$ cat config.mk
export PLATFORM = sky130hd
export DESIGN_NAME = safety_island_boot_ctrl
export DESIGN_NICKNAME = d
export VERILOG_FILES = /design/src/rtl/safety_island_pkg.sv /design/src/rtl/safety_island_boot_timer.sv /design/src/rtl/safety_island_boot_ctrl.sv
export SDC_FILE = /design/constraint.sdc
export NUM_CORES = 1
export LEC_CHECK = 0
export BUFFER_PORTS_ARGS = -buffer_cell sky130_fd_sc_hd__buf_2
export CAP_MARGIN = 10
export CORE_MARGIN = 2
export CORE_UTILIZATION = 57
export DETAILED_ROUTE_END_ITERATION = 16
export GPL_ROUTABILITY_DRIVEN = 0
export PLACE_DENSITY = 0.89
export SLEW_MARGIN = 30
export SYNTH_ARGS = -nofsm -noshare
export SYNTH_HDL_FRONTEND = slang
export SYNTH_SLANG_ARGS = --single-unit
$ cat constraint.sdc
create_clock -name clk_i -period 6.08 [get_ports clk_i]
set_clock_uncertainty 0.2 [all_clocks]
set_input_delay 1.216 -clock clk_i [delete_from_list [all_inputs] [get_ports clk_i]]
set_output_delay 1.216 -clock clk_i [all_outputs]
set_load 0.1 [all_outputs]
$ cat src/rtl/safety_island_pkg.sv
// Shared types and constants for the safety-island boot and control logic.
package safety_island_pkg;

  typedef enum logic [1:0] {
    Jtag      = 2'b00,
    Preloaded = 2'b01
  } bootmode_e;

  localparam logic [31:0] BootROMAddrOffset = 32'h0000_1000;

  typedef enum logic [2:0] {
    IDLE       = 3'd0,
    WAIT_ENTRY = 3'd1,
    START      = 3'd2,
    RUN        = 3'd3,
    DONE       = 3'd4,
    ERROR      = 3'd5
  } boot_state_e;

endpackage

$ cat src/rtl/safety_island_boot_timer.sv
// Saturating 32-bit cycle counter that flags when Limit cycles have been spent
// counting since the last clear.
module safety_island_boot_timer #(
  parameter logic [31:0] Limit = 32'd1
) (
  input  logic clk_i,
  input  logic rst_ni,
  input  logic clear_i,
  input  logic enable_i,
  output logic expired_o
);

  logic [31:0] count_q, count_d;

  always_comb begin
    count_d = count_q;
    if (clear_i) begin
      count_d = '0;
    end else if (enable_i && (count_q != '1)) begin
      count_d = count_q + 32'd1;
    end
  end

  always_ff @(posedge clk_i) begin
    if (!rst_ni) begin
      count_q <= '0;
    end else begin
      count_q <= count_d;
    end
  end

  // Count holds Limit-1 during the Limit-th enabled cycle after a clear.
  assign expired_o = (count_q >= (Limit - 32'd1));

endmodule

$ cat src/rtl/safety_island_boot_ctrl.sv
// Safety-island core start-up sequencer: picks the boot address from the
// bootmode, gates core fetch enable and tracks end-of-computation.
module safety_island_boot_ctrl
  import safety_island_pkg::*;
#(
  parameter logic [31:0] BaseAddr          = 32'h6000_0000,
  parameter logic [31:0] BootTimeoutCycles = 32'd1_000_000
) (
  input  logic        clk_i,
  input  logic        rst_ni,
  input  logic [1:0]  bootmode_i,
  input  logic        fetch_en_i,
  input  logic [31:0] entry_addr_i,
  input  logic        entry_valid_i,
  input  logic        eoc_i,
  output logic        core_fetch_en_o,
  output logic [31:0] core_boot_addr_o,
  output logic [2:0]  state_o,
  output logic        boot_err_o,
  output logic        eoc_o
);

  localparam logic [31:0] RomAddr = BaseAddr + BootROMAddrOffset;

  boot_state_e state_q;
  bootmode_e   mode_q;
  logic        fetch_en_q;
  logic [31:0] boot_addr_q;
  logic        timer_clear;
  logic        timer_en;
  logic        timer_expired;
  logic        entry_aligned;

  assign timer_clear   = (state_q == IDLE);
  assign timer_en      = (state_q == WAIT_ENTRY);
  assign entry_aligned = (entry_addr_i[1:0] == 2'b00);

  safety_island_boot_timer #(
    .Limit(BootTimeoutCycles)
  ) u_boot_timer (
    .clk_i    (clk_i),
    .rst_ni   (rst_ni),
    .clear_i  (timer_clear),
    .enable_i (timer_en),
    .expired_o(timer_expired)
  );

  always_ff @(posedge clk_i) begin
    if (!rst_ni) begin
      state_q     <= IDLE;
      mode_q      <= Jtag;
      fetch_en_q  <= 1'b0;
      boot_addr_q <= RomAddr;
    end else if ((state_q != IDLE) && !fetch_en_i) begin
      // Abort wins over everything; the boot address is deliberately kept.
      state_q    <= IDLE;
      fetch_en_q <= 1'b0;
    end else begin
      // Fetch enable trails the RUN entry by one cycle so the address settles first.
      fetch_en_q <= (state_q == RUN) || (state_q == DONE);
      case (state_q)
        IDLE: begin
          mode_q <= bootmode_e'(bootmode_i);
          if (fetch_en_i) begin
            case (bootmode_i)
              Jtag: begin
                state_q     <= START;
                boot_addr_q <= RomAddr;
              end
              Preloaded: state_q <= WAIT_ENTRY;
              default:   state_q <= ERROR;
            endcase
          end
        end
        WAIT_ENTRY: begin
          if (entry_valid_i && (mode_q == Preloaded)) begin
            if (entry_aligned) begin
              state_q     <= START;
              boot_addr_q <= entry_addr_i;
            end else begin
              state_q <= ERROR;
            end
          end else if (timer_expired) begin
            state_q <= ERROR;
          end
        end
        START: state_q <= RUN;
        RUN: begin
          if (eoc_i) begin
            state_q <= DONE;
          end
        end
        DONE:    state_q <= DONE;
        ERROR:   state_q <= ERROR;
        default: state_q <= IDLE;
      endcase
    end
  end

  assign core_fetch_en_o  = fetch_en_q;
  assign core_boot_addr_o = boot_addr_q;
  assign state_o          = state_q;
  assign boot_err_o       = (state_q == ERROR);
  assign eoc_o            = (state_q == DONE);

endmodule

After elaboration in Yosys (flattened, before gate mapping)

Index checks and enable logic that the tools add are counted.

$add $sub $neg: 1
Multiplexer cells: 12
Order comparisons: 1
Equal/unequal tests: 14
Reductions and logical operators: 15
Bitwise operators: 2

Operator list:

| kind                  | number |
|---|---|
| $mux 32               | 4 |
| $pmux 32 s2           | 1 |
| $add 32x1->32 const B | 1 |
| $ge 32x20->1 const B  | 1 |
| $ne 32x32->1 const B  | 1 |
| $pmux 3 s6            | 1 |
| $mux 3                | 5 |
| $ne 2x2->1 const B    | 4 |
| $eq 3x2->1 const B    | 2 |
| $eq 3x3->1 const B    | 2 |
| $pmux 3 s2            | 1 |
| $reduce_and 6->1      | 1 |
| $eq 2x1->1 const B    | 2 |
| $logic_not 2->1       | 2 |
| $reduce_or 2->1       | 2 |
| $eq 3x1->1 const B    | 1 |
| $logic_and 1x1->1     | 3 |
| $logic_not 3->1       | 1 |
| $ne 3x3->1 const B    | 1 |
| $reduce_and 3->1      | 1 |
| $reduce_bool 3->1     | 1 |
| $ne 2x1->1 const B    | 1 |
| $not 1->1             | 2 |
| $reduce_and 2->1      | 1 |
| other kinds (3)       | 3 |

Input bits: 39
Register bits: 70

Logic depth before layout (Yosys ltp)

Depth in word-level cells: 4
Mapped depth: 8
Depth with buffers taken out: 6

Hierarchy

Synthesis repeated with hierarchy kept, for this count alone.

Cell total of the unflattened synthesis: 445
Area total of the unflattened synthesis: 3733.6 sq um

By module, submodules not included:

| module                   | cells each | area each (sq um) | seq. area each (sq um) | instances |
|---|---|---|---|---|
| safety_island_boot_ctrl  | 219        | 1948.1            | 760.7                  | 1 |
| safety_island_boot_timer | 226        | 1785.5            | 640.6                  | 1 |

Least setup slack after synthesis

Ideal clock, no wire load.

Kind: flip-flop to output port
Start point: reg state_q[2] (netlist: state_o[2])
End point: out boot_err_o
Path slack: 1.975 ns
Buffers on the path: 1
Data arrival time: 2.689 ns
Cell stages (with the launch flop): 4
Cell sequence: dfxtp_1 -> clkbuf_1 -> nand2_1 -> nor2_1

Word-level cells in the longest chain between the ends: 1

RTL lines:

| item                   | RTL line                       | text |
|---|---|---|
| from (decl)            | safety_island_boot_ctrl.sv:25  | `boot_state_e state_q;` |
| from (signal assigned) | safety_island_boot_ctrl.sv:50  | `state_q <= IDLE;` |
| from (signal assigned) | safety_island_boot_ctrl.sv:56  | `state_q <= IDLE;` |
| from (signal assigned) | safety_island_boot_ctrl.sv:67  | `state_q <= START;` |
| $eq 3x3->1             | safety_island_boot_ctrl.sv:103 | `assign boot_err_o = (state_q == ERROR);` |
| to (decl)              | safety_island_boot_ctrl.sv:19  | `output logic boot_err_o,` |

No other way between the ends.

Worst setup path in the final report

Start point: in bootmode_i[1]
End point: reg boot_addr_q[17] (netlist: core_boot_addr_o[17])

Word-level cells in the longest chain between the ends: 3

RTL lines:

| item                              | RTL line                      | text |
|---|---|---|
| from (decl)                       | safety_island_boot_ctrl.sv:11 | `input logic [1:0] bootmode_i,` |
| $logic_not 2->1                   | safety_island_boot_ctrl.sv:65 | `case (bootmode_i)` |
| $ne 2x1->1 (no source line)       | --                            |  |
| $reduce_and 6->1 (no source line) | --                            |  |
| to (signal assigned)              | safety_island_boot_ctrl.sv:53 | `boot_addr_q <= RomAddr;` |
| to (signal assigned)              | safety_island_boot_ctrl.sv:68 | `boot_addr_q <= RomAddr;` |
| to (signal assigned)              | safety_island_boot_ctrl.sv:79 | `boot_addr_q <= entry_addr_i;` |
| to (decl)                         | safety_island_boot_ctrl.sv:28 | `logic [31:0] boot_addr_q;` |

No other way between the ends.
A chain may end at the register's enable or synchronous reset.

==> summary.txt <==
Run status
  – Status: completed

Hold path
  – Min-Delay Path Class: reg -> reg

Synth
  – Syn_area_per_cell: roughly 8.8 um2
  – FF+latch count, synth: 70
  – Yosys Warn Count: 0
  – Synth Net Count: between 400 and 500
  – Post-synth EDFFs: 0
  – Sequential cell area fraction in the yosys report: between 40 and 50%
  – Post-synth cell types: 51
  – Post-synth top area cell: dfxtp_1
  – Ys flop type: dfxtp_1
  – Syn Inst Count: roughly 370
  – Synthesized area: about 3200 um2
  – Synth top area cells: dfxtp_1, a22oi_1, nor2b_1
  – Share of the synthesized area in the top cell type: roughly 43%
  – Synth async-reset ratio: 0%

Layout
  – Layout cells sized above 1: a little under a quarter
  – Sequential cell area: 1400 um2
  – Most frequent cells in the layout: buf_2, dfxtp_1, nor2b_1
  – Commonest non-fill, non-tap cell in the layout: buf_2
  – Final std cells w/o fill: about 500
  – Fillcell total: between 400 and 500
  – N_diodes: 0
  – Fin nets: 474
  – Layout area overhead: 18.1%
  – Area of the multi-input gates: 1710 um2

Critical path
  – Worst path bufs/invs: 1
  – CP delay by family, top: simple AND/OR/NAND/NOR gates
  – Worst EP arrival: ~3300 ps
  – Crit Path Class: in -> reg
  – Maximum fanout along the worst path: 29
  – Slowest CP cell: or4b_1
  – WP data required: around 6000 ps
  – Slowest stage delay, CP: 930 ps
  – Setup crit start kind: primary input
  – Worst-path cell chain: buf_2 > or3_2 > o41a_1 > or4b_1 > a22oi_1 > nor2b_1
  – Crit end category: flip-flop

Clock tree
  – Hold-fix buffers, CTS: 0
  – CTS sink cnt: 70
  – Total CTS buffers: 9
  – CTS Root Cell: clkbuf_8
  – TritonCTS clock tree: done
  – Clk buf depth: 2
  – Post-CTS sizing: 0
  – Worst-skew pair later-pin latency: 350 ps
  – Clock transition at path regs: around 70 ps
  – H-tree Lvls: 3
  – Post-CTS Setup Inserts: 0

Timing
  – RSZ-0062 raised after global routing: false
  – Setup-failing EPs final: 0
  – WHS: about 280 ps
  – Hold Vio Cnt, Final: 0
  – Worst-margin pin slew: 961 ps
  – Post-layout min period: approximately 3300 ps
  – Pins over their slew limit: 0
  – PnR worst setup slack: 2780 ps
  – Final setup TNS: 0 ps
  – Fmax: between 300 and 400 MHz
  – Max-slew headroom: between 30% and 40%
  – Crit share post-route: between 50% and 60%

Detailed routing
  – Iteration-0 DRC count of the detailed router: 297
  – Wire per inst: 16.0 um
  – Via count: roughly 3200
  – Detail Route Antenna Nets: 0
  – TritonRoute pass-1 iters: 5
  – Post-Route WL: around 8 mm
  – Vias per inst: approximately 6.2
  – Number of remaining DRC errors: 0

Global route
  – Tot GR Track Use: between 20% and 30%
  – Largest net degree at the start of global routing: 40
  – Vias in the first global route: about 2800
  – GR Overflow Total: 0
  – First-pass GRT wire length: between 10 and 15 mm
  – Initial antenna violation count: 0

Place
  – Placed cells: 495
  – Dpl ws: about 2400 ps
  – DP HPWL: approximately 5.6 mm
  – Input/output buffers: 76

Die
  – Top-Level Pins: 77
  – Die footprint: around 6300 um2
  – Die Y-Extent: between 70 and 80 um
  – FP Rows: 27
  – Die Span X: 79.3 um
  – Starting Density: between 50% and 60%
  – Core Box Area: between 5000 and 6000 um2

Power and ir drop
  – Leak: between 1 and 1.5 nW
  – Switching fraction of total power: 25.0%
  – Cell Pwr Density: ~240 nW/um2
  – Combinational share of power: about 7.2%
  – Int Power: between 0.6 and 0.7 mW
  – Sequential share of power: a little over 50%
  – Clk pwr share: approximately two fifths
  – Peak supply drop: 0.141 mV
  – Net Switching: 0.227 mW

Flow run
  – Max-capacitance violation count: 0
-- sequential cells by signal (all words and copies together), names as in the netlist --
name                  count
core_boot_addr_o         32
u_boot_timer.count_q     32
state_o                   3
mode_q                    2
core_fetch_en_o           1
-- per-layer routing --
metal,GRT usage (%),up-vias,share of wire (%)
met5,0,-,0
met4,13.1,0,2.1
met3,4.55,22,5.8
met2,43.0,120,50
met1,32.6,1497,43
li1,-,1518,-
-- cell usage after synthesis, drive strengths merged, types with 3 or more instances --
cell,count
o31ai,5
buf,9
nand2,27
a211oi,3
o22ai,4
and4,4
or4,11
nor2,13
o21ai,22
a22oi,27
and3,8
dfxtp,70
clkbuf,12
nand4,14
and2,3
nand3,14
o211ai,6
nor4,8
nor2b,30
a21oi,25
inv,5
or3,18
nor3,5
-- cells by family after synthesis --
logic type	after synthesis	synth area share (%)
compound gates	102	20.5
simple gates	162	30.6
fa+ha+maj	1	0.387
xor+xnor	3	0.814
mux	2	0.620
flops	70	43.4
buf+inv	26	3.68
-- power groups by stage --
stage / Sequential, mW / Combinational, mW / Clock, mW
3_5_place_dp: 0.476 / 0.0647 / 0
3_3_place_gp: 0.476 / 0.0636 / 0
5_1_grt: 0.466 / 0.0699 / 0.399
6_report: 0.465 / 0.0656 / 0.378
2_1_floorplan: 0.485 / 0.0359 / 0
4_1_cts: 0.465 / 0.0650 / 0.381
-- worst paths after layout --
check / from / endpoint / slack [ps] / cells past startpoint
worst max-delay path: bootmode_i[1] / core_boot_addr_o[17] / 2780 / 6
worst min-delay path: core_boot_addr_o[30] / core_boot_addr_o[30] / 280 / 2
worst max register to register: state_o[0] / core_boot_addr_o[17] / 3220 / 5
worst min register to register: core_boot_addr_o[30] / core_boot_addr_o[30] / 280 / 2
-- worst reg2reg max path, stage by stage, from the launching register on --
cell and delay [ps]:
dfxtp_1 540, inv_1 150, o41a_1 490, or4b_1 930
a22oi_1 350, nor2b_1 90
-- through the flow --
stage          util (%)  power [mW]  cell area, um2
2_1_floorplan         -       0.521            3230
3_3_place_gp       66.0       0.539            3610
3_5_place_dp       66.0       0.541            3610
4_1_cts            69.6       0.911            3810
5_1_grt            69.7       0.935            3810
6_report           69.7       0.909            3810
-- final cells by class --
cell class,count,area share (%)
clock inverters,5,1.54
well taps,72,2.36
clock buffers,10,3.61
inverters,5,0.492
flip-flops and latches,70,36.8
multi-input cells,270,44.9
repair buffers,78,10.4
Power figures use the tool's default switching activity.
